===== config.mk =====
export PLATFORM = sky130hd
export DESIGN_NAME = alu_dispatch_flat
export DESIGN_NICKNAME = d
export VERILOG_FILES = /design/src/rtl/alu_dispatch_if.sv /design/src/rtl/alu_dispatch.sv /design/src/flat_wrapper.sv
export SDC_FILE = /design/constraint.sdc
export NUM_CORES = 1
export LEC_CHECK = 0
export ABC_AREA = 0
export BUFFER_PORTS_ARGS = -buffer_cell sky130_fd_sc_hd__buf_2
export CAP_MARGIN = 20
export CORE_AREA = 2 2 57 59
export DETAILED_ROUTE_END_ITERATION = 12
export DIE_AREA = 0 0 59 61
export PLACE_DENSITY_LB_ADDON = 0.12
export SLEW_MARGIN = 30
export SYNTH_ARGS = -nofsm -noshare
export SYNTH_HDL_FRONTEND = slang
export SYNTH_SLANG_ARGS = --single-unit

===== constraint.sdc =====
create_clock -name clk -period 1.9 [get_ports clk]
set_clock_uncertainty 0.2 [all_clocks]
set_input_delay 0.38 -clock clk [delete_from_list [all_inputs] [get_ports clk]]
set_output_delay 0.38 -clock clk [all_outputs]
set_load 0.02 [all_outputs]

===== src/rtl/alu_dispatch_if.sv =====
// Handshake bundle between a requester and the ALU dispatcher: request, unit results
// coming back, and the dispatcher's status/result outputs.
interface alu_dispatch_if #(
    parameter int OUT_WIDTH = 8,
    parameter int NUM_UNITS = 4,
    parameter int SEL_WIDTH = 2
);
    logic                           alu_en;
    logic [SEL_WIDTH-1:0]           unit_sel;
    logic [NUM_UNITS*OUT_WIDTH-1:0] unit_out;
    logic [NUM_UNITS-1:0]           unit_valid;
    logic [NUM_UNITS-1:0]           unit_en;
    logic [OUT_WIDTH-1:0]           alu_out;
    logic                           out_valid;
    logic                           busy;
    logic                           timeout_err;
    logic                           sel_err;

    modport master (
        output alu_en, unit_sel, unit_out, unit_valid,
        input  unit_en, alu_out, out_valid, busy, timeout_err, sel_err
    );

    modport slave (
        input  alu_en, unit_sel, unit_out, unit_valid,
        output unit_en, alu_out, out_valid, busy, timeout_err, sel_err
    );
endinterface


===== src/rtl/alu_dispatch.sv =====
// Two-state dispatcher: forwards one request to a selected functional unit, waits for its
// valid (bounded by TIMEOUT cycles) and registers the returned result.
module alu_dispatch #(
    parameter int OUT_WIDTH = 8,
    parameter int NUM_UNITS = 4,
    parameter int SEL_WIDTH = 2,
    parameter int TIMEOUT   = 15
) (
    input  logic          clk,
    input  logic          rst,
    alu_dispatch_if.slave bus
);
    localparam int CNT_W = $clog2(TIMEOUT + 1);
    localparam logic [SEL_WIDTH:0] NUM_U = (SEL_WIDTH + 1)'(NUM_UNITS);
    localparam logic [CNT_W-1:0]   LAST  = CNT_W'(TIMEOUT - 1);

    typedef enum logic {IDLE, WAIT} state_t;

    state_t               state;
    logic [SEL_WIDTH-1:0] sel_q;
    logic [CNT_W-1:0]     cnt;
    logic [OUT_WIDTH-1:0] alu_out_q;
    logic                 out_valid_q;
    logic                 timeout_err_q;
    logic                 sel_err_q;

    logic                 req_ok;
    logic                 sel_valid;
    logic [OUT_WIDTH-1:0] sel_data;
    logic [NUM_UNITS-1:0] unit_en_d;

    assign req_ok = ({1'b0, bus.unit_sel} < NUM_U);

    // Explicit mux over existing units keeps out-of-range sel_q values from indexing past the bus
    always_comb begin
        sel_valid = 1'b0;
        sel_data  = '0;
        unit_en_d = '0;
        for (int i = 0; i < NUM_UNITS; i++) begin
            if (sel_q == SEL_WIDTH'(i)) begin
                sel_valid    = bus.unit_valid[i];
                sel_data     = bus.unit_out[i*OUT_WIDTH +: OUT_WIDTH];
                unit_en_d[i] = (state == WAIT);
            end
        end
    end

    always_ff @(posedge clk or posedge rst) begin
        if (rst) begin
            state         <= IDLE;
            sel_q         <= '0;
            cnt           <= '0;
            alu_out_q     <= '0;
            out_valid_q   <= 1'b0;
            timeout_err_q <= 1'b0;
            sel_err_q     <= 1'b0;
        end else begin
            out_valid_q   <= 1'b0;
            timeout_err_q <= 1'b0;
            sel_err_q     <= 1'b0;
            case (state)
                IDLE: begin
                    if (bus.alu_en) begin
                        if (req_ok) begin
                            sel_q <= bus.unit_sel;
                            cnt   <= '0;
                            state <= WAIT;
                        end else begin
                            sel_err_q <= 1'b1;
                        end
                    end
                end
                WAIT: begin
                    // A valid arriving on the last allowed cycle still beats the timeout
                    if (sel_valid) begin
                        alu_out_q   <= sel_data;
                        out_valid_q <= 1'b1;
                        state       <= IDLE;
                    end else if (cnt == LAST) begin
                        timeout_err_q <= 1'b1;
                        state         <= IDLE;
                    end else begin
                        cnt <= cnt + CNT_W'(1);
                    end
                end
                default: state <= IDLE;
            endcase
        end
    end

    assign bus.unit_en     = unit_en_d;
    assign bus.alu_out     = alu_out_q;
    assign bus.out_valid   = out_valid_q;
    assign bus.busy        = (state == WAIT);
    assign bus.timeout_err = timeout_err_q;
    assign bus.sel_err     = sel_err_q;
endmodule


===== src/flat_wrapper.sv =====
// flat-port wrapper written by rule: the top's interface ports become plain ports
module alu_dispatch_flat 
#(
    parameter int OUT_WIDTH = 8,
    parameter int NUM_UNITS = 4,
    parameter int SEL_WIDTH = 2,
    parameter int TIMEOUT   = 15
)
  (clk, rst, bus_alu_en, bus_unit_sel, bus_unit_out, bus_unit_valid, bus_unit_en, bus_alu_out, bus_out_valid, bus_busy, bus_timeout_err, bus_sel_err);
  alu_dispatch_if #(.OUT_WIDTH(OUT_WIDTH), .NUM_UNITS(NUM_UNITS), .SEL_WIDTH(SEL_WIDTH)) bus_i ();
  input  logic clk;
  input  logic rst;
  input wire logic [$bits(bus_i.alu_en)-1:0] bus_alu_en;
  input wire logic [$bits(bus_i.unit_sel)-1:0] bus_unit_sel;
  input wire logic [$bits(bus_i.unit_out)-1:0] bus_unit_out;
  input wire logic [$bits(bus_i.unit_valid)-1:0] bus_unit_valid;
  output wire logic [$bits(bus_i.unit_en)-1:0] bus_unit_en;
  output wire logic [$bits(bus_i.alu_out)-1:0] bus_alu_out;
  output wire logic [$bits(bus_i.out_valid)-1:0] bus_out_valid;
  output wire logic [$bits(bus_i.busy)-1:0] bus_busy;
  output wire logic [$bits(bus_i.timeout_err)-1:0] bus_timeout_err;
  output wire logic [$bits(bus_i.sel_err)-1:0] bus_sel_err;
  assign bus_i.alu_en = bus_alu_en;
  assign bus_i.unit_sel = bus_unit_sel;
  assign bus_i.unit_out = bus_unit_out;
  assign bus_i.unit_valid = bus_unit_valid;
  assign bus_unit_en = bus_i.unit_en;
  assign bus_alu_out = bus_i.alu_out;
  assign bus_out_valid = bus_i.out_valid;
  assign bus_busy = bus_i.busy;
  assign bus_timeout_err = bus_i.timeout_err;
  assign bus_sel_err = bus_i.sel_err;
  alu_dispatch #(.OUT_WIDTH(OUT_WIDTH), .NUM_UNITS(NUM_UNITS), .SEL_WIDTH(SEL_WIDTH), .TIMEOUT(TIMEOUT)) u_core (.clk(clk), .rst(rst), .bus(bus_i));
endmodule

==> summary.md <==
| Metric | Value |
|---|---|
| Status | finished, final reports clean |
| Detailed Route WL | 2130 um |
| Compound-Gate Fraction of Synth Area | 3.65% |
| Mapped Cells | 72 |
| Synth top cells by count | dfrtp_1 (17), mux2_2 (10), mux4_2 (6), nand2_1 (6) |
| Share of the synthesized area in the top cell type | 42.8% |
| Total negative slack | 0 ns |
| Synth Area in XOR/XNOR | 0% |
| Detail Route Antenna Nets | 0 |
| Hold WC Path Type | input pin to flip-flop |
| Clock-pin slew on the worst setup and hold paths | 0.10 ns |
| Pre-CTS setup slack | 0.00464 ns |
| Fin. Hold Viols | 0 |
| Vias in the first global route | 770 |
| Tmin final | 1.81 ns |
| Main combinational cell family by area after synthesis | multiplexers |
| Synth Flop Type | dfrtp_1 |
| Max FO, Critical Path | 13 |
| WP data required | 1.32 ns |
| Setup crit start | u_core.sel_q[0] |
| Sink Count | 17 |
| Worst R2R Start | u_core.sel_q[0] |
| WL per Instance | 13.1 um |
| Core ar. | 2950 um2 |
| Mux cell area share after synthesis | 34.9% |
| Slew headroom | 57.7% |
| CTS Buffer Depth | 2 |
| Power Dens Cells | 1460 nW/um2 |
| Unique masters post-synth | 26 |
| Vias | 772 |
| CP arrival | 1.23 ns |
| Area delta synth->final | 35.5% |
| H-tree Lvls | 1 |
| FFs w/ async S/R, synth | 100% |
| Warnings, synthesis | 0 |
| Crit Path Class | flip-flop to output port |
| Post-synth EDFFs | 0 |
| Synth area leader | dfrtp_1 |
| Count leader, synth | dfrtp_1 |
| CP Capture Type | output port |
| Simple-gate share of the synthesized area | 11.0% |
| Antenna Cells | 0 |
| FMAX | 552 MHz |
| 1st-pass router iterations | 2 |
| Root buffer cell | clkbuf_4 |
| Final period util | 95.3% |
| Setup-failing EPs final | 0 |
| Port-buffer cells | 55 |
| Die H | 61 um |
| Iter 0 DRT Violations | 33 |
| Post-synthesis adder-cell area fraction | 2.52% |
| Synth Register Bits | 17 |
| Hold Crit Start | bus_unit_sel[0] |
| CTS buffer count | 3 |
| Lkg Pwr | 0.702 nW |
| Mapped cell area | 993 um2 |
| I/O pin total | 57 |
| Via density | 4.77 |
| GPL Wtd Cong | 0.663 |
| GRT overflow | 0 |
| Total track usage | 12.9% |
| FP Rows | 20 |
| Max-capacitance violation count | 0 |
| First-pass GRT wire length | 3410 um |
| Largest net degree at the start of global routing | 18 |
| Fillers | 291 |
| Layout Nets | 173 |
| Width of the die | 59 um |
| Antenna violations before repair | 0 |
| Initial Utilization | 33.6% |
| Share of cells above drive strength 1 | 62.0% |
| Die area | 3600 um2 |
| CTS tree | built |
| Post-Syn Nets | 115 |
| Startpoint types | flip-flop |
| Syn_area_per_cell | 13.8 um2 |
| Worst-Skew Late Latency | 0.29 ns |
| Worst VDD drop | 0.691 mV |
| DR DRC count | 0 |
| Slew at the pin closest to its max-slew limit | 0.633 ns |
| Final setup margin | 0.0897 ns |
| RSZ-0062 raised after global routing | no |
| Top cells by area, synth | dfrtp_1 (43%), mux4_2 (14%), mux2_2 (11%) |
| Slew Limit Fails | 0 |
| Post-synthesis sequential area ratio | 42.8% |
kinds of logic after synthesis:
family	count (synthesis)
adder cells (fa/ha/maj)	2
flip-flops	17
AO/OA/AOI/OAI	4
multiplexers	21
AND/OR/NAND/NOR	18
buffers and inverters	9
other	1
final timing paths:
check                                         to  slack, ns  cells past startpoint
max                               bus_unit_en[0]       0.09                      3
min                              u_core.sel_q[0]       0.12                      2
max reg2reg                u_core.bus.alu_out[7]       0.12                      3
min reg2reg                u_core.bus.alu_out[0]       0.32                      1
max in group asynchronous        u_core.bus.busy       0.54                      3
min in group asynchronous  u_core.bus.alu_out[0]       0.51                      3
layout make-up:
cell class,count,area (um2),area share (%)
inverters,3,11.3,0.836
well taps,33,41.3,3.07
flip-flops and latches,17,427,31.7
repair buffers,59,315,23.4
clock buffers,4,26.3,1.95
multi-input cells,46,526,39.0
report_power, final:
group          total [mW]  switching (mW)  leakage (nW)  internal (mW)
logic                1.12           0.540         0.479          0.580
registers           0.650           0.130         0.208          0.521
clock network       0.191           0.109        0.0150         0.0816
worst max-delay path, stage by stage, from the launching register on:
cell and delay, ns:
dfrtp_1 0.41, buf_6 0.17, nor3b_1 0.17, buf_2 0.19
registers in the layout, indices dropped and copies added (netlist names):
register,flops
u_core.bus.alu_out,8
u_core.bus.busy,1
u_core.bus.out_valid,1
u_core.bus.timeout_err,1
u_core.cnt,4
u_core.sel_q,2
placed cells by master, fill, tap and decap left out:
| master | n |
|---|---|
| inv_1 | 3 |
| buf_6 | 2 |
| nand2_4 | 1 |
| and3b_1 | 1 |
| nor3b_1 | 2 |
| conb_1 | 1 |
| mux2i_1 | 2 |
| dfrtp_1 | 16 |
| ha_1 | 2 |
| dfrtp_2 | 1 |
| nand4_1 | 1 |
| mux4_1 | 3 |
| clkbuf_4 | 3 |
| dlygate4sd3_1 | 1 |
| clkbuf_1 | 1 |
| o21a_1 | 1 |
| mux2_2 | 10 |
| nor2_1 | 2 |
| buf_2 | 55 |
| o221a_1 | 1 |
| nand3b_4 | 1 |
| nand3_1 | 2 |
| o211a_1 | 1 |
| mux4_2 | 6 |
| nand2_1 | 6 |
| and3_1 | 1 |
| o21bai_1 | 1 |
| nand2b_1 | 1 |
| buf_4 | 1 |
repair_timing:
item,in CTS,in global routing
buffers inserted,0,0
gates resized for setup,0,4
endpoints found under the setup margin,0,1
hold buffers,1,0
hold endpoints to repair,17,0
per-stage QoR:
stage	instance area [um2]	util (%)	hold slack (ns)	cells	power, mW
after floorplan	993	-	0.106	72	1.46
after global placement	1300	43.9	0.288	157	1.75
after detailed placement	1300	43.9	0.294	157	1.77
after CTS	1330	45.1	0.106	162	1.96
after global routing	1350	45.6	0.116	162	2.11
final	1350	45.6	0.117	162	1.96
layer usage:
layer / share of wire (%) / wire, um / vias up / track usage [%]
li1: - / - / 381 / -
met1: 41 / 875 / 350 / 14.5
met2: 48 / 1020 / 37 / 23.2
met3: 8.8 / 186 / 4 / 2.56
met4: 2.0 / 42 / 0 / 6.82
met5: 0 / 0 / - / 0
No activity file was read; power rests on OpenSTA's default activity.
